File: config.mk
export PLATFORM = sky130hd
export DESIGN_NAME = gym_move_controller_flat
export DESIGN_NICKNAME = d
export VERILOG_FILES = /design/src/rtl/gym_pkg.sv /design/src/rtl/gym_move_controller_if.sv /design/src/rtl/gym_step_counter.sv /design/src/rtl/gym_move_controller.sv /design/src/flat_wrapper.sv
export SDC_FILE = /design/constraint.sdc
export NUM_CORES = 1
export LEC_CHECK = 0
export ABC_AREA = 1
export CAP_MARGIN = 0
export CORE_UTILIZATION = 45
export DETAILED_ROUTE_END_ITERATION = 10
export GPL_ROUTABILITY_DRIVEN = 0
export PLACE_DENSITY = 0.68
export SLEW_MARGIN = 15
export SYNTH_ARGS = -nofsm -noshare
export SYNTH_HDL_FRONTEND = slang
export SYNTH_HIERARCHICAL = 1
export SYNTH_SLANG_ARGS = --single-unit
File: constraint.sdc
create_clock -name Clk -period 3.7 [get_ports Clk]
set_clock_uncertainty 0.2 [all_clocks]
set_input_delay 0.37 -clock Clk [delete_from_list [all_inputs] [get_ports Clk]]
set_output_delay 0.37 -clock Clk [all_outputs]
set_load 0.1 [all_outputs]
File: src/rtl/gym_pkg.sv
// Shared types and limits for the gym scene: movement directions, screen
// extents and the move-controller state encoding.
package gym_pkg;

  typedef enum logic [1:0] {
    DIR_DOWN  = 2'd0,
    DIR_UP    = 2'd1,
    DIR_LEFT  = 2'd2,
    DIR_RIGHT = 2'd3
  } dir_e;

  typedef enum logic [1:0] {
    ST_IDLE  = 2'd0,
    ST_CHECK = 2'd1,
    ST_MOVE  = 2'd2
  } move_state_e;

  localparam logic [9:0] X_MAX = 10'd639;
  localparam logic [9:0] Y_MAX = 10'd479;

  // True when one more pixel in dir would leave the visible screen.
  function automatic logic leaves_screen(input dir_e dir, input logic [9:0] x,
                                         input logic [9:0] y);
    logic hit;
    hit = 1'b0;
    case (dir)
      DIR_DOWN:  hit = (y == Y_MAX);
      DIR_UP:    hit = (y == 10'd0);
      DIR_LEFT:  hit = (x == 10'd0);
      DIR_RIGHT: hit = (x == X_MAX);
      default:   hit = 1'b1;
    endcase
    return hit;
  endfunction

endpackage

File: src/rtl/gym_move_controller_if.sv
// Signal bundle between the gym scene top level and the move controller,
// including the query/answer pair for the external bounds checker.
interface gym_move_controller_if;
  logic       frame_tick;
  logic       gym_active;
  logic       key_valid;
  logic [1:0] key_dir;
  logic       at_bounds;
  logic [1:0] query_dir;
  logic [9:0] charxcurrpos;
  logic [9:0] charycurrpos;
  logic [1:0] facing;
  logic       moving;
  logic [1:0] walk_frame;
  logic       step_done;
  logic       bump;

  modport master (
    output frame_tick, gym_active, key_valid, key_dir, at_bounds,
    input  query_dir, charxcurrpos, charycurrpos, facing, moving,
           walk_frame, step_done, bump
  );

  modport slave (
    input  frame_tick, gym_active, key_valid, key_dir, at_bounds,
    output query_dir, charxcurrpos, charycurrpos, facing, moving,
           walk_frame, step_done, bump
  );
endinterface

File: src/rtl/gym_step_counter.sv
// Pixel counter for one tile step: clear on entry, count moved pixels and
// flag the increment that completes the tile.
module gym_step_counter #(
  parameter logic [4:0] STEP_PIXELS = 5'd16
) (
  input  logic       clk,
  input  logic       rst_n,
  input  logic       clear,
  input  logic       inc,
  output logic       terminal,
  output logic [1:0] frame_idx
);

  logic [4:0] cnt_q, cnt_d;

  // NOTE: every always_comb output gets a default first so no path leaves it unassigned (no latch).
  always_comb begin
    cnt_d = cnt_q;
    if (clear) begin
      cnt_d = '0;
    end else if (inc) begin
      cnt_d = cnt_q + 5'd1;
    end
  end

  // NOTE: state registers use non-blocking assignments so all flops update from pre-edge values.
  always_ff @(posedge clk or negedge rst_n) begin
    if (!rst_n) begin
      cnt_q <= '0;
    end else begin
      cnt_q <= cnt_d;
    end
  end

  // Set while the next increment lands exactly on the tile size.
  assign terminal  = ((cnt_q + 5'd1) == STEP_PIXELS);
  assign frame_idx = cnt_q[3:2];

endmodule

File: src/rtl/gym_move_controller.sv
// Tile-step movement controller for the gym character: accepts a direction
// on a frame tick, asks the bounds checker, then walks one pixel per frame.
module gym_move_controller
  import gym_pkg::*;
#(
  parameter logic [9:0] START_X     = 10'd240,
  parameter logic [9:0] START_Y     = 10'd340,
  parameter logic [4:0] STEP_PIXELS = 5'd16
) (
  input logic                 Clk,
  input logic                 Reset_n,
  gym_move_controller_if.slave bus
);

  move_state_e state_q, state_d;
  dir_e        dir_q, dir_d;
  dir_e        facing_q, facing_d;
  logic [9:0]  x_q, x_d;
  logic [9:0]  y_q, y_d;
  logic        step_done_q, step_done_d;
  logic        bump_q, bump_d;

  logic        cnt_clear;
  logic        cnt_inc;
  logic        cnt_terminal;
  logic [1:0]  cnt_frame;
  logic        blocked;

  gym_step_counter #(
    .STEP_PIXELS(STEP_PIXELS)
  ) u_step_counter (
    .clk      (Clk),
    .rst_n    (Reset_n),
    .clear    (cnt_clear),
    .inc      (cnt_inc),
    .terminal (cnt_terminal),
    .frame_idx(cnt_frame)
  );

  // Screen edges count as walls so positions saturate instead of wrapping.
  assign blocked = bus.at_bounds | leaves_screen(dir_q, x_q, y_q);

  always_comb begin
    state_d     = state_q;
    dir_d       = dir_q;
    facing_d    = facing_q;
    x_d         = x_q;
    y_d         = y_q;
    step_done_d = 1'b0;
    bump_d      = 1'b0;
    cnt_clear   = 1'b0;
    cnt_inc     = 1'b0;

    if (!bus.gym_active) begin
      state_d = ST_IDLE;
    end else begin
      case (state_q)
        ST_IDLE: begin
          if (bus.frame_tick && bus.key_valid) begin
            dir_d    = dir_e'(bus.key_dir);
            facing_d = dir_e'(bus.key_dir);
            state_d  = ST_CHECK;
          end
        end
        ST_CHECK: begin
          if (blocked) begin
            bump_d  = 1'b1;
            state_d = ST_IDLE;
          end else begin
            cnt_clear = 1'b1;
            state_d   = ST_MOVE;
          end
        end
        ST_MOVE: begin
          if (bus.frame_tick) begin
            if (blocked) begin
              bump_d  = 1'b1;
              state_d = ST_IDLE;
            end else begin
              case (dir_q)
                DIR_DOWN:  y_d = y_q + 10'd1;
                DIR_UP:    y_d = y_q - 10'd1;
                DIR_LEFT:  x_d = x_q - 10'd1;
                default:   x_d = x_q + 10'd1;
              endcase
              cnt_inc = 1'b1;
              if (cnt_terminal) begin
                step_done_d = 1'b1;
                state_d     = ST_IDLE;
              end
            end
          end
        end
        default: state_d = ST_IDLE;
      endcase
    end
  end

  // NOTE: only control/datapath flops exist here, so every one takes the async reset value.
  always_ff @(posedge Clk or negedge Reset_n) begin
    if (!Reset_n) begin
      state_q     <= ST_IDLE;
      dir_q       <= DIR_DOWN;
      facing_q    <= DIR_DOWN;
      x_q         <= START_X;
      y_q         <= START_Y;
      step_done_q <= 1'b0;
      bump_q      <= 1'b0;
    end else begin
      state_q     <= state_d;
      dir_q       <= dir_d;
      facing_q    <= facing_d;
      x_q         <= x_d;
      y_q         <= y_d;
      step_done_q <= step_done_d;
      bump_q      <= bump_d;
    end
  end

  assign bus.query_dir    = (state_q == ST_IDLE) ? bus.key_dir : dir_q;
  assign bus.charxcurrpos = x_q;
  assign bus.charycurrpos = y_q;
  assign bus.facing       = facing_q;
  assign bus.moving       = (state_q == ST_MOVE);
  assign bus.walk_frame   = (state_q == ST_MOVE) ? cnt_frame : 2'd0;
  assign bus.step_done    = step_done_q;
  assign bus.bump         = bump_q;

endmodule
File: src/flat_wrapper.sv
// flat-port wrapper written by rule: the top's interface ports become plain ports
module gym_move_controller_flat import gym_pkg::*;
#(
  parameter logic [9:0] START_X     = 10'd240,
  parameter logic [9:0] START_Y     = 10'd340,
  parameter logic [4:0] STEP_PIXELS = 5'd16
)
  (Clk, Reset_n, bus_frame_tick, bus_gym_active, bus_key_valid, bus_key_dir, bus_at_bounds, bus_query_dir, bus_charxcurrpos, bus_charycurrpos, bus_facing, bus_moving, bus_walk_frame, bus_step_done, bus_bump);
  gym_move_controller_if bus_i ();
  input logic Clk;
  input logic Reset_n;
  input wire logic [$bits(bus_i.frame_tick)-1:0] bus_frame_tick;
  input wire logic [$bits(bus_i.gym_active)-1:0] bus_gym_active;
  input wire logic [$bits(bus_i.key_valid)-1:0] bus_key_valid;
  input wire logic [$bits(bus_i.key_dir)-1:0] bus_key_dir;
  input wire logic [$bits(bus_i.at_bounds)-1:0] bus_at_bounds;
  output wire logic [$bits(bus_i.query_dir)-1:0] bus_query_dir;
  output wire logic [$bits(bus_i.charxcurrpos)-1:0] bus_charxcurrpos;
  output wire logic [$bits(bus_i.charycurrpos)-1:0] bus_charycurrpos;
  output wire logic [$bits(bus_i.facing)-1:0] bus_facing;
  output wire logic [$bits(bus_i.moving)-1:0] bus_moving;
  output wire logic [$bits(bus_i.walk_frame)-1:0] bus_walk_frame;
  output wire logic [$bits(bus_i.step_done)-1:0] bus_step_done;
  output wire logic [$bits(bus_i.bump)-1:0] bus_bump;
  assign bus_i.frame_tick = bus_frame_tick;
  assign bus_i.gym_active = bus_gym_active;
  assign bus_i.key_valid = bus_key_valid;
  assign bus_i.key_dir = bus_key_dir;
  assign bus_i.at_bounds = bus_at_bounds;
  assign bus_query_dir = bus_i.query_dir;
  assign bus_charxcurrpos = bus_i.charxcurrpos;
  assign bus_charycurrpos = bus_i.charycurrpos;
  assign bus_facing = bus_i.facing;
  assign bus_moving = bus_i.moving;
  assign bus_walk_frame = bus_i.walk_frame;
  assign bus_step_done = bus_i.step_done;
  assign bus_bump = bus_i.bump;
  gym_move_controller #(.START_X(START_X), .START_Y(START_Y), .STEP_PIXELS(STEP_PIXELS)) u_core (.Clk(Clk), .Reset_n(Reset_n), .bus(bus_i));
endmodule
Word-level counts from Yosys, hierarchy flattened --
Cells that the tools add are included. W data, S select, Z words.
Storage, ports and cells: latch bits 0, RAM bits 0, memories kept 0, register bits 31, memory bits (read-only) 0
Operators by class: magnitude comparators 0, bitwise logic cells 3, eq/ne operators 11, add/sub/neg operators 5, multiplexer cells 29, shifts and indexed selects 0, $mul 0, reductions and logical operators 12, div/mod/pow operators 0
Operators by type and width (number):
- $pmux W10 S2 | 2
- $add A10 B1 Y10 const B | 2
- $logic_not A10 Y1 | 2
- $sub A10 B1 Y10 const B | 2
- $mux W2 | 8
- $mux W1 | 14
- $eq A10 B10 Y1 const B | 1
- $eq A10 B9 Y1 const B | 1
- $mux W5 | 2
- $reduce_and A5 Y1 | 2
- $eq A2 B2 Y1 const B | 3
- $pmux W2 S3 | 1
- $reduce_and A3 Y1 | 2
- $add A5 B1 Y5 const B | 1
- $eq A5 B5 Y1 const B | 1
- $eq A2 B1 Y1 const B | 2
- $logic_not A2 Y1 | 2
- $ne A4 B2 Y1 const B | 1
- $pmux W1 S4 | 1
- $reduce_bool A2 Y1 | 2
- $ne A3 B2 Y1 const B | 1
- $ne A3 B3 Y1 const B | 1
- $not A1 Y1 | 2
- $pmux W1 S2 | 1
- other kinds (3) | 3

Longest topological paths before layout --
Gate-level depths: netlist (run 1).
depth after elaboration 9, depth in mapped cells 14, gate-level depth less buffers 14

Cells and area by module --
The synthesis (run 1) kept the hierarchy.
By module, submodules not included:
- gym_move_controller | times used 1, sequential area each 660.6 µm², area each 2302.2 µm², cells an instance 331
- gym_step_counter | times used 1, sequential area each 125.1 µm², area each 289.0 µm², cells an instance 36

Worst setup path before layout (run 1) --
No wires, ideal clock.
kind flip-flop to output port, start point register, netlist name u_core/bus.facing[1], end point output bus_query_dir[1], cell stages (with the launch flop) 3, data arrival time 3.333 ns, required time 3.130 ns, slack -0.203 ns, cell sequence dfrtp_1 > inv_2 > o21ai_0
RTL lines:
- end: declaration | RTL line flat_wrapper.sv:17 | output wire logic [$bits(bus_i.query_dir)-1:0] bus_query_dir;

Final worst setup path (run 1) --
start point register u_core.state_q[0], end point output bus_moving
On the way: word-level cells in the longest chain between the ends 1
Ends and longest elaborated chain:
- start: declaration | RTL line gym_move_controller.sv:15 | move_state_e state_q, state_d;
- start signal: assignment | RTL line gym_move_controller.sv:110 | state_q <= state_d;
- $eq A2 B2 Y1 | RTL line gym_move_controller.sv:124 | assign bus.moving = (state_q == ST_MOVE);
- end: declaration | RTL line flat_wrapper.sv:21 | output wire logic [$bits(bus_i.moving)-1:0] bus_moving;
Every way passes these cells.

==> impl_metrics.csv, run 1 <==
group,metric,value,unit
power_and_ir_drop,internal_power,0.6973,mW
synth,synth-seq-cells,31,
synth,synthArstFlopShare,100.0,%
synth,ys_seq_area_share,30.32,%
synth,syn-cell-area,0.002591,mm2
power_and_ir_drop,comb_power_share,36.8,%
detailed_routing,drtAntennaViolNets,0,
synth,ys_top_cells_by_count,"nand2_1 (132), inv_1 (48), nor2_1 (33)",
detailed_routing,vias,2328,
critical_path,path_class,"flip-flop to output port",
detailed_routing,wirelength,5.635,mm
power_and_ir_drop,p_leak,1.593,nW
sta,rsz0062_at_grt,"false",
sta,fmax,369.3,MHz
global_route,grt_max_degree,32,
outcome,status,"finished, final reports clean",
critical_path,cp_data_arrival_time,2.14,ns
final_layout,nets,437,
die,dieArea,0.006066,mm2
synth,yosysMostFrequentCell,"nand2_1",
global_route,track_usage,21.08,%
clocking,clkLatencyLatePin,0.28,ns
clocking,numCtsBuffers,5,
final_layout,area_growth,20.38,%
detailed_routing,wl_per_cell,11.74,um
detailed_routing,via_per_inst,4.850,
sta,fin_crit,2.708,ns
placed_design,hpwlAfterDp,4.395,mm
clocking,cts_buffer_depth,2,
die,die_h,77.89,um
synth,ys_warn_count,6,
placed_design,numPortBuffers,36,
die,ios,37,
global_route,grt_overflow,0,
sta,worst_slew_pin_slew,0.9836,ns
detailed_routing,drtPass1Iterations,4,
synth,synthTopCellsByArea,"dfrtp_1 (22%), nand2_1 (19%), ha_1 (9.7%)",
critical_path,crit_path_max_fanout,5,
clocking,cts_max_level,2,
global_route,grt_antenna_before_repair,0,
clocking,cts_tree,"built",
critical_path,worstSetupEndpointType,"output port",
power_and_ir_drop,switching_share,39.19,%
synth,synth_edf_count,0,
power_and_ir_drop,p_total,1.147,mW
synth,synth_cell_type_count,35,
global_route,grt_first_pass_wirelength,10.17,mm
critical_path,critical_path.startpoint_type,"flip-flop",
worst_hold_path,hp-class,"input pin to asynchronous set/reset pin",
final_layout,fillers,553,
power_and_ir_drop,p_per_area,367.7,mW/mm2
clocking,cts_hold_buffers,0,
placed_design,dp_slack,1.286,ns
synth,synthFlopType,"dfrtp_1",
synth,synth_nets,397,
synth,synth_top_area_share,22.21,%
clocking,cts_resized,0,
critical_path,r2r_cells,12,
final_layout,diodes,0,
sta,hold_viol,0,
sta,finalCritPeriodShare,73.18,%
sta,slew_headroom,34.22,%
clocking,clkSinkCount,31,
sta,setup_ws,0.9925,ns
synth,avgSynthCellArea,7.061,um2
die,num_rows,27,
critical_path,cp.required,3.13,ns
die,core,0.005540,mm2
power_and_ir_drop,p_switching,0.4495,mW
clocking,cts_root_buf,"clkbuf_8",
detailed_routing,drt_iter0_markers,107,
final_layout,drive_gt1_share,11.27,%
sta,hold_slack,0.2881,ns
die,fp.dieW,77.89,um
sta,tns,0,ns
detailed_routing,drc,0,
sta,setup_viol,0,
synth,yosysTopAreaCell,"dfrtp_1",
global_route,grt_pass1_vias,2277,
sta,slew_violations,0,
clocking,clk_pin_slew,0.07,ns
final_layout,post-route-util,56.30,%
power_and_ir_drop,clkPwrFrac,30.2,%
die,start_util,46.77,%
power_and_ir_drop,pwr-share-seq,33.0,%
synth,synthCells,367,
clocking,cts_setup_buffers,0,
run,cap_violations,0,
power_and_ir_drop,peakVddDrop,0.2110,mV
## metal layers
layer	track usage (%)	vias up	part of all wire, %
li1	-	1236	-
met1	26.88	1046	50
met2	35.93	42	45
met3	3.294	4	3.9
met4	7.358	0	1.0
met5	0	-	0
## cells in the final DEF (no fill, tap or decap), drive strengths merged, types with 4 or more instances in the layout
cell	instances
xnor2	4
clkdlybuf4s50	32
o21bai	6
a21oi	8
nand3	24
o21ai	18
xor2	7
nor2	36
inv	50
nand2	136
dfstp	8
clkbuf	6
ha	20
buf	5
nand4	5
dfrtp	23
## path summary, 6_finish.rpt
kind | start | to | slack (ns)
max | u_core/state_q[0] | bus_moving | 0.99
min | Reset_n | u_core/bus.bump | 0.29
max reg2reg | u_core/bus.facing[1] | u_core/bus.charycurrpos[8] | 1.32
min reg2reg | u_core/bus.charxcurrpos[7] | u_core/bus.charxcurrpos[7] | 0.30
max in group asynchronous | Reset_n | u_core/bus.charxcurrpos[6] | 2.68
min in group Clk | u_core/bus.charxcurrpos[7] | u_core/bus.charxcurrpos[7] | 0.30
## logic make-up (layout without fill, tap and decap cells)
| kind of cell | Yosys count | in the layout | synth area share (%) |
|---|---|---|---|
| simple gates | 207 | 207 | 34.86 |
| buf+inv | 54 | 95 | 8.691 |
| compound gates | 41 | 41 | 10.77 |
| flops | 31 | 31 | 30.32 |
| fa+ha+maj | 22 | 22 | 11.20 |
| xor+xnor | 11 | 11 | 3.718 |
| mux | 1 | 1 | 0.4345 |
## critical path, cell delays in order, from the launching register on
cell and delay (ns):
dfrtp_1 0.39, inv_1 0.08, ha_1 0.23, clkdlybuf4s50_1 1.15
## through the flow
| stage | instances | instance area (um2) |
|---|---|---|
| CTS | 480 | 3119 |
| floorplan | 367 | 2591 |
| detailed placement | 472 | 3002 |
| finish | 480 | 3119 |
| global placement | 472 | 3002 |
| global route | 480 | 3119 |
## sequential cells by signal, indices dropped and copies added, names as in the netlist
register                     count
u_core/bus.bump                  1
u_core/bus.charxcurrpos         10
u_core/bus.charycurrpos         10
u_core/bus.facing                2
u_core/bus.step_done             1
u_core/state_q                   2
u_core/u_step_counter/cnt_q      5
## area by class of cell
class / instances / area (um2) / share of cell area, %
sequential: 31 / 785.8 / 25.19
multi-input combinational: 282 / 1580 / 50.66
timing repair buffer: 37 / 357.8 / 11.47
inverter: 50 / 187.7 / 6.017
clock buffer: 6 / 82.58 / 2.647
clock inverter: 2 / 35.03 / 1.123
tap: 72 / 90.09 / 2.888
## power by group through the flow
| stage | Sequential, mW | Clock, mW | Combinational [mW] |
|---|---|---|---|
| after global routing | 0.382 | 0.371 | 0.465 |
| after detailed placement | 0.385 | 0 | 0.423 |
| after floorplan | 0.470 | 0 | 0.241 |
| final | 0.378 | 0.347 | 0.422 |
| after CTS | 0.379 | 0.358 | 0.424 |
| after global placement | 0.384 | 0 | 0.417 |
(Power assumes the default switching activity.)
==> run 2: changes to the inputs <==
==> constraint.sdc (replaced) <==
create_clock -name Clk -period 2.5 [get_ports Clk]
set_clock_uncertainty 0.2 [all_clocks]
set_input_delay 0.25 -clock Clk [delete_from_list [all_inputs] [get_ports Clk]]
set_output_delay 0.25 -clock Clk [all_outputs]
set_load 0.1 [all_outputs]
==> run 2 against run 1 <==
Net effect:
- via count grew 2.8%
- largest power group unchanged
- first-iteration DRC count up 5.6%
- highest routed layer unchanged
- wire length increased by 2.1%
- power increased by 51%
- critical path type is now flip-flop to flip-flop
- worst setup slack lost 0.78 ns
- critical endpoint is now u_core/bus.charycurrpos[7]
- core utilization barely moved
==> impl_metrics.csv, run 2 (synthesis results as in run 1) <==
group,metric,value,unit
placed_design,numPortBuffers,36,
critical_path,critical-path-max-stage-delay,0.43,ns
detailed_routing,wl_per_cell,11.96,um
critical_path,critical_path.startpoint_type,"flip-flop",
die,dieArea,0.006066,mm2
detailed_routing,drtAntennaViolNets,0,
placed_design,placed_cell_area,0.002982,mm2
placed_design,hpwlAfterDp,4.446,mm
die,num_rows,27,
detailed_routing,wirelength,5.752,mm
final_layout,drive_gt1_share,21.03,%
detailed_routing,via_per_inst,4.975,
die,die_h,77.89,um
final_layout,post-route-util,56.35,%
die,fp.dieW,77.89,um
critical_path,cp_slowest_cell,"dfrtp_2",
critical_path,crit_path_max_fanout,5,
critical_path,cp_num_buf_inv,2,
sta,setup_viol,0,
die,ios,37,
run,cap_violations,0,
sta,rsz0062_at_grt,"false",
power_and_ir_drop,peakVddDrop,0.2674,mV
final_layout,design_area,0.003122,mm2
final_layout,nets,438,
sta,worst_slew_pin_slew,0.3988,ns
detailed_routing,drtPass1Iterations,4,
detailed_routing,drt_iter0_markers,113,
power_and_ir_drop,pwr-share-seq,32.6,%
placed_design,dp_slack,0.1159,ns
critical_path,path_class,"flip-flop to flip-flop",
power_and_ir_drop,clkPwrFrac,29.9,%
global_route,track_usage,21.15,%
power_and_ir_drop,p_leak,1.635,nW
clocking,cts_buffer_depth,2,
power_and_ir_drop,p_per_area,553.8,mW/mm2
sta,fin_crit,2.285,ns
clocking,cts_root_buf,"clkbuf_8",
final_layout,area_growth,20.47,%
sta,slew_violations,0,
global_route,grt_max_degree,32,
clocking,clkLatencyLatePin,0.29,ns
outcome,status,"finished, final reports clean",
critical_path,cp.required,2.46,ns
clocking,cts_max_level,2,
critical_path,path_delay_family,"flip-flops",
clocking,clk_pin_slew,0.07,ns
placed_design,place_inst,472,
global_route,grt_antenna_before_repair,0,
clocking,cts_setup_buffers,0,
global_route,grt_overflow,0,
critical_path,worstSetupEndpointType,"flip-flop",
clocking,cts_tree,"built",
final_layout,diodes,0,
critical_path,cp_data_arrival_time,2.25,ns
critical_path,crit_chain,"inv_2 > nand2_4 > clkinvlp_4 > ha_2 > nand2_1 > o21bai_1 > nand2_1 > nand2_1 > xor2_1 > o21ai_0",
detailed_routing,drc,0,
global_route,grt_pass1_vias,2254,
sta,fmax,437.6,MHz
final_layout,final_cell_mix,"nand2_1 (132), inv_1 (46), nor2_1 (33)",
sta,hold_viol,0,
power_and_ir_drop,switching_share,39.56,%
clocking,clkSinkCount,31,
sta,slew_headroom,73.41,%
power_and_ir_drop,p_switching,0.6839,mW
sta,setup_ws,0.2150,ns
clocking,numCtsBuffers,5,
final_layout,final_cells,481,
die,core,0.005540,mm2
global_route,grt_first_pass_wirelength,10.16,mm
sta,tns,0,ns
worst_hold_path,hp-class,"input pin to asynchronous set/reset pin",
power_and_ir_drop,comb_power_share,37.4,%
critical_path,cpMostUsedCell,"nand2_1",
sta,finalCritPeriodShare,91.40,%
final_layout,layout.cells.most_common,"nand2_1",
power_and_ir_drop,internal_power,1.045,mW
detailed_routing,vias,2393,
die,start_util,46.77,%
-- run 2: cell types whose count changed in the layout (fill, tap and decap cells not counted), moves of 8 or more --
cell             change
dfrtp_2              +8
clkdlybuf4s50_1     -25
buf_4               +23
dfrtp_1              -8
-- run 2: final cells by class --
cell class              count  area, um2
clock buffers               6      82.58
fillers                   552       2419
clock inverters             2      35.03
multi-input cells         282       1599
flip-flops and latches     31      795.8
well taps                  72      90.09
repair buffers             37      320.3
inverters                  50      191.4
repair inverters            1      7.507
-- run 2: power by group through the flow --
stage	logic [mW]	registers [mW]	clock network, mW
5_1_grt	0.707	0.569	0.566
3_5_place_dp	0.634	0.572	0
2_1_floorplan	0.360	0.698	0
6_report	0.647	0.564	0.517
4_1_cts	0.635	0.563	0.532
3_3_place_gp	0.629	0.571	0
-- run 2: per-stage QoR --
step,power [mW],hold WS [ns]
2_1_floorplan,1.059,-0.2456
3_3_place_gp,1.200,0.2869
3_5_place_dp,1.206,0.2956
4_1_cts,1.730,0.1692
5_1_grt,1.841,0.1839
6_report,1.729,0.1503
-- run 2: worst register-to-register path, stage by stage, from the launching register on --
cell        delay [ns]
dfrtp_2           0.43
inv_2             0.10
nand2_4           0.14
clkinvlp_4        0.18
ha_2              0.42
nand2_1           0.09
o21bai_1          0.22
nand2_1           0.08
nand2_1           0.09
xor2_1            0.14
o21ai_0           0.08
-- run 2: routing by layer --
metal  global-route usage, %  share of wire (%)
met1                   27.84                 48
met2                   35.49                 47
met3                   3.882                3.6
met4                   5.472                1.0
met5                       0                  0
-- run 2: what timing repair did --
| item | 4_1_cts | 5_1_grt |
|---|---|---|
| gates resized for setup | 0 | 8 |
| endpoints found under the setup margin | 0 | 6 |
| hold buffers | 0 | 0 |
-- run 2: path summary, 6_finish.rpt --
kind / endpoint / cells after the start / startpoint / slack [ns]
max in group asynchronous: u_core/bus.charxcurrpos[7] / 2 / Reset_n / 1.62
min in group Clk: u_core/bus.charxcurrpos[7] / 2 / u_core/bus.charxcurrpos[7] / 0.30
hold / removal: u_core/bus.facing[1] / 2 / Reset_n / 0.15
hold reg to reg: u_core/bus.charxcurrpos[7] / 2 / u_core/bus.charxcurrpos[7] / 0.30
setup reg to reg: u_core/bus.charycurrpos[7] / 10 / u_core/bus.facing[1] / 0.22
setup / recovery: u_core/bus.charycurrpos[7] / 10 / u_core/bus.facing[1] / 0.22
==> run 3: changes to the inputs <==
--- a/config.mk
+++ b/config.mk
@@ -5,12 +5,11 @@
 export SDC_FILE = /design/constraint.sdc
 export NUM_CORES = 1
 export LEC_CHECK = 0
-export ABC_AREA = 1
 export CAP_MARGIN = 0
 export CORE_UTILIZATION = 45
 export DETAILED_ROUTE_END_ITERATION = 10
 export GPL_ROUTABILITY_DRIVEN = 0
-export PLACE_DENSITY = 0.68
+export PLACE_DENSITY = 0.69
 export SLEW_MARGIN = 15
 export SYNTH_ARGS = -nofsm -noshare
 export SYNTH_HDL_FRONTEND = slang
==> run 3 against run 2 <==
Net effect:
- synthesized cell count fell by 36%
- highest routed layer unchanged
- design area fell by 5.3%
- critical endpoint is now u_core/state_q[1]
- non-clock buffer count rose by 14
- core utilization rose by 5.5 points
- fmax fell by 6.0%
==> impl_metrics.csv, run 3 <==
group,metric,value,unit
critical_path,cp_num_buf_inv,1,
sta,slew_violations,0,
sta,hold_viol,0,
synth,ys_warn_count,6,
synth,synth_nets,264,
synth,synthTopCellsByArea,"dfrtp_1 (25%), ha_1 (11%), dfstp_2 (9.2%)",
die,dieArea,0.005355,mm2
sta,slew_headroom,61.50,%
synth,synthArstFlopShare,100.0,%
synth,ys_top_cells_by_count,"dfrtp_1 (23), nor2_1 (21), ha_1 (20)",
global_route,gr-usage-met1,28.14,%
synth,synth_top_area_share,25.25,%
final_layout,fillers,417,
synth,synth_edf_count,0,
detailed_routing,drtAntennaViolNets,0,
die,ios,37,
power_and_ir_drop,p_leak,1.337,nW
power_and_ir_drop,p_per_area,704.5,mW/mm2
global_route,grt.busiest_layer,"met2",
global_route,grt_pass1_vias,1738,
critical_path,cp.required,2.47,ns
critical_path,path_delay_family,"compound AO/OA/AOI/OAI gates",
detailed_routing,drtPass1Iterations,4,
synth,synth_cell_type_count,49,
synth,avgSynthCellArea,9.742,um2
global_route,use_met2,30.86,%
critical_path,r2r_slack,0.07,ns
sta,fin_crit,2.430,ns
clocking,cts_root_buf,"clkbuf_8",
die,num_rows,25,
critical_path,worstSetupEndpointType,"flip-flop",
sta,tns,0,ns
global_route,grt_antenna_before_repair,0,
final_layout,drive_gt1_share,36.90,%
detailed_routing,wl_per_cell,14.23,um
detailed_routing,vias,1935,
synth,synthCells,234,
critical_path,reg2reg_from,"u_core/bus.charycurrpos[4]",
critical_path,crit_chain,"nand4_1 > or4_4 > a2111oi_4 > buf_4 > nor2_2 > a22o_1 > a22o_1",
critical_path,critical-path-max-stage-delay,0.62,ns
die,fp.dieW,73.18,um
detailed_routing,wirelength,5.080,mm
critical_path,crit_path_max_fanout,3,
final_layout,post-route-util,61.80,%
synth,yosysTopAreaCell,"dfrtp_1",
detailed_routing,via_per_inst,5.420,
clocking,numCtsBuffers,5,
clocking,cts_tree,"built",
global_route,grt_overflow,0,
final_layout,diodes,0,
critical_path,worstReg2RegEnd,"u_core/state_q[1]",
die,start_util,47.63,%
sta,finalCritPeriodShare,97.22,%
final_layout,nets,319,
outcome,status,"finished, final reports clean",
critical_path,r2r_cells,7,
synth,yosysMostFrequentCell,"dfrtp_1",
global_route,grt_first_pass_wirelength,8.224,mm
critical_path,cpMostUsedCell,"a22o_1",
sta,fmax,411.5,MHz
final_layout,layout.cells.most_common,"buf_4",
sta,rsz0062_at_grt,"true",
global_route,grtUsageMet3,3.867,%
critical_path,cp_data_arrival_time,2.40,ns
die,die_h,73.18,um
detailed_routing,drc,0,
global_route,grt_max_degree,32,
sta,worst_slew_pin_slew,0.5732,ns
global_route,track_usage,20.28,%
synth,synthFlopType,"dfrtp_1",
die,core,0.004786,mm2
worst_hold_path,hp-class,"input pin to asynchronous set/reset pin",
critical_path,path_class,"flip-flop to flip-flop",
clocking,clk_pin_slew,0.06,ns
clocking,clkSinkCount,31,
detailed_routing,drt_iter0_markers,80,
run,cap_violations,0,
critical_path,cp_slowest_cell,"dfstp_4",
final_layout,area_growth,29.75,%
synth,syn-cell-area,0.002280,mm2
clocking,cts_buffer_depth,2,
clocking,cts_max_level,2,
final_layout,final_cell_mix,"buf_4 (38), nor2_1 (20), ha_1 (19)",
clocking,clkLatencyLatePin,0.28,ns
synth,ys_seq_area_share,34.47,%
synth,synth-seq-cells,31,
placed_design,numPortBuffers,36,
sta,setup_viol,0,
placed_design,hpwlAfterDp,3.760,mm
power_and_ir_drop,peakVddDrop,0.3787,mV
critical_path,critical_path.startpoint_type,"flip-flop",
run 3: cell count changes after synthesis, moves of 4 or more:
| cell | change |
|---|---|
| o21bai_1 | -5 |
| nor2b_1 | +6 |
| o21ai_2 | -9 |
| mux2i_1 | +4 |
| nand3_1 | -15 |
| nor4_1 | +4 |
| inv_1 | -37 |
| a21oi_1 | +8 |
| xnor2_1 | +13 |
| nand2_1 | -119 |
| nor3_1 | +5 |
| mux2_2 | +13 |
| nor2_1 | -12 |
run 3: how the worst max path moves through the flow:
stage | slack [ns] | from | cells past startpoint | end
finish | 0.07 | u_core/bus.charycurrpos[4] | 7 | u_core/state_q[1]
global route | -0.02 | u_core/bus.charycurrpos[6] | 7 | u_core/bus.charycurrpos[5]
CTS | 0.003 | u_core/bus.charycurrpos[4] | 7 | u_core/bus.charycurrpos[7]
detailed placement | -0.07 | u_core/bus.charycurrpos[4] | 7 | u_core/u_step_counter/cnt_q[3]
global placement | -0.008 | u_core/bus.charycurrpos[4] | 7 | u_core/u_step_counter/cnt_q[3]
floorplan | -0.17 | u_core/bus.charycurrpos[4] | 7 | u_core/u_step_counter/cnt_q[3]
run 3: kinds of logic after synthesis:
group                      Yosys count  share of synthesized area [%]
xor gates and xnor gates            22                          8.452
adders and majority gates           22                          12.73
buffers and inverters               16                          3.018
AOI/OAI and AO/OA                   44                          13.34
DFF                                 31                          34.47
muxes                               19                          9.166
and+or+nand+nor                     80                          18.83
run 3: report_power, final:
group	switching, mW	total (mW)	leakage, nW	internal [mW]
sequential	0.0671	0.636	0.369	0.569
combinational	0.697	1.07	0.926	0.369
clock	0.187	0.382	0.0422	0.195
total	0.951	2.08	1.34	1.13
run 3: cell type report:
| class | instances | area (um2) | share of cell area [%] |
|---|---|---|---|
| clock buffers | 7 | 76.32 | 2.580 |
| clock inverters | 1 | 5.005 | 0.1692 |
| inverters | 13 | 53.80 | 1.819 |
| multi-input cells | 187 | 1478 | 49.96 |
| flip-flops and latches | 31 | 820.8 | 27.75 |
| well taps | 67 | 83.83 | 2.834 |
| repair buffers | 51 | 440.4 | 14.89 |
run 3: what timing repair did:
item	CTS	global route
setup endpoints to repair	3	15
hold buffers	0	0
resized for setup	1	12
endpoints found under the hold margin	0	0
buffers inserted	1	3
pin swaps	2	8
run 3: per-stage QoR:
stage	setup slack (ns)	total power, mW	cell area, um2	hold WS [ns]	std cells
after floorplan	-0.1683	1.436	2344	-0.2456	234
after global placement	-0.008413	1.677	2818	0.3109	347
after detailed placement	-0.06599	1.689	2818	0.3098	347
after CTS	0.003324	2.082	2912	0.1740	356
after global routing	-0.01963	2.201	2958	0.2240	357
final	0.06961	2.084	2958	0.1618	357
run 3: metal layers:
| layer | share of wire [%] | routed length [um] |
|---|---|---|
| met1 | 48 | 2449 |
| met3 | 3.3 | 168 |
| met4 | 1.5 | 78 |
| met2 | 47 | 2383 |
| met5 | 0 | 0 |
==> variant: new RTL, flow settings as in run 3 <==
Re-encode `move_state_e` (3 states) as one-hot, 3 bits wide.
--- a/src/rtl/gym_pkg.sv
+++ b/src/rtl/gym_pkg.sv
@@ -10,8 +10,8 @@
   } dir_e;
 
-  typedef enum logic [1:0] {
-    ST_IDLE  = 2'd0,
-    ST_CHECK = 2'd1,
-    ST_MOVE  = 2'd2
+  typedef enum logic [2:0] {
+    ST_IDLE  = 3'b001,
+    ST_CHECK = 3'b010,
+    ST_MOVE  = 3'b100
   } move_state_e;
 
Check against the original RTL: no difference found for any inputs over 10 cycles, from zero or initial values and one cycle with Reset_n low; not proved beyond that.
==> variant against run 3 <==
Final area up 5.7%; maximum frequency up 1.3%; area after synthesis up 7.2%; setup slack better by 0.031 ns; total power down 24%; sequential power down 14%; count of clock-buffer cells in the layout down 1; sequential cell count up 1; wire length up 17%; highest routed layer unchanged.
==> variant: results (changes against run 3) <==
worstReg2RegStart: "u_core/bus.charxcurrpos[6]"  # was u_core/bus.charycurrpos[4]
place.detailed.hpwl_mm: 4.31  # was 3.76 mm
dpl_worst_slack_ns: 0.00576  # was -0.0660 ns
seq_share: 0.266  # was 0.277
reg2reg_depth: 6  # was 7
ys_ff_latch: 32  # was 31
clk_pin_slew_worst_paths_ns: 0.08  # was 0.06 ns
yosysSeqAreaShare: 0.332  # was 0.345
synth_adder_area_share: 0.103  # was 0.127
dr_wl_met3_um: 241  # was 168 um
inv_count: 10  # was 13
grt_pass1_wl_mm: 9.56  # was 8.22 mm
multi_input_cells: 214  # was 187
synthDistinctLibCells: 56  # was 49
totalWireLength_mm: 5.93  # was 5.08 mm
nets: 344  # was 319
wl_met2_mm: 2.71  # was 2.38 mm
drive_gt1_frac: 0.321  # was 0.369
synth_xor_area_frac: 0.0609  # was 0.0845
status: "finished, final reports clean"  # unchanged
routedLengthMet1_mm: 2.92  # was 2.45 mm
yosys-mux-area-fraction: 0.0440  # was 0.0917
grt_max_degree: 33  # was 32
signal_buffers: 54  # was 51
crit_path_max_fanout: 8  # was 3
layout.filler_cells: 470  # was 417
yosys-top-cells-count: "dfrtp_1 (23), o21ai_0 (23), nor2_1 (20), ha_1 (17), o21ai_1 (16)"  # was dfrtp_1 (23), nor2_1 (21), ha_1 (20), xnor2_1 (17), a21oi_1 (16)
clockRootBuffer: "clkbuf_8"  # unchanged
rrSetupSlack_ns: 0.10  # was 0.07 ns
num-clock-buffers: 6  # was 7
p_seq_uw: 550  # was 636 uW
nonClkBufAreaFrac: 0.143  # was 0.149
ir_worst_vdd_mv: 0.301  # was 0.379 mV
synthTopCellsByArea: "dfrtp_1 (24%), dfstp_2 (9.7%), ha_1 (8.7%)"  # was dfrtp_1 (25%), ha_1 (11%), dfstp_2 (9.2%)
multi_input_area_share: 0.516  # was 0.500
p_leak_uw: 0.00134  # about the same
clock_tree_area_fraction: 0.0344  # was 0.0275
r2r-end: "u_core/bus.charxcurrpos[5]"  # was u_core/state_q[1]
fin_hold_ws_ns: 0.171  # was 0.162 ns
pwr-share-comb: 0.344  # was 0.512
vias: 2177  # was 1,935
synth_compound_area_frac: 0.171  # was 0.133
grt_pass1_vias: 2037  # was 1,738
crit_family: "simple AND/OR/NAND/NOR gates"  # was compound AO/OA/AOI/OAI gates
==> variant: logic make-up after synthesis <==
group / count (synthesis)
muxes: 10
DFF: 32
adders and majority gates: 19
and+or+nand+nor: 98
xor gates and xnor gates: 17
buffers and inverters: 19
AOI/OAI and AO/OA: 70
==> variant: worst reg2reg max path: stages (launching register included) <==
cell and delay [ns]:
dfstp_4 0.61, or4bb_1 0.50, nor3_2 0.27, or3_1 0.23, buf_4 0.19, nor2_4 0.06
mux2_4 0.28
==> variant: per-stage QoR <==
| step | power [uW] | cells | area (um2) |
|---|---|---|---|
| 3_5_place_dp | 1070 | 377 | 2950 |
| 3_3_place_gp | 1060 | 377 | 2950 |
| 6_report | 1590 | 388 | 3130 |
| 4_1_cts | 1570 | 385 | 3050 |
| 2_1_floorplan | 931 | 265 | 2510 |
| 5_1_grt | 1680 | 388 | 3130 |
==> variant: how the worst max path moves through the flow <==
stage / start / end / slack [ns] / cells past startpoint
floorplan: u_core/state_q[1] / u_core/bus.charycurrpos[9] / -0.24 / 6
detailed placement: u_core/bus.facing[1] / u_core/bus.charycurrpos[9] / 0.006 / 8
CTS: u_core/bus.facing[1] / u_core/bus.charycurrpos[9] / 0.006 / 8
global placement: u_core/bus.facing[0] / u_core/bus.charycurrpos[8] / 0.06 / 8
finish: u_core/bus.charxcurrpos[6] / u_core/bus.charxcurrpos[5] / 0.10 / 6
global route: u_core/bus.facing[0] / u_core/bus.charxcurrpos[9] / 0.01 / 8
==> variant: layer usage <==
layer / track usage / vias to the layer above
met3: 0.0397 / 6
li1: - / 1091
met2: 0.347 / 51
met4: 0.0576 / 0
met5: 0 / -
met1: 0.320 / 1029
==> variant: timing repair <==
item | CTS | global route
setup endpoints to repair | 0 | 16
setup buffers | 0 | 3
gates resized for setup | 0 | 14
endpoints found under the hold margin | 0 | 0
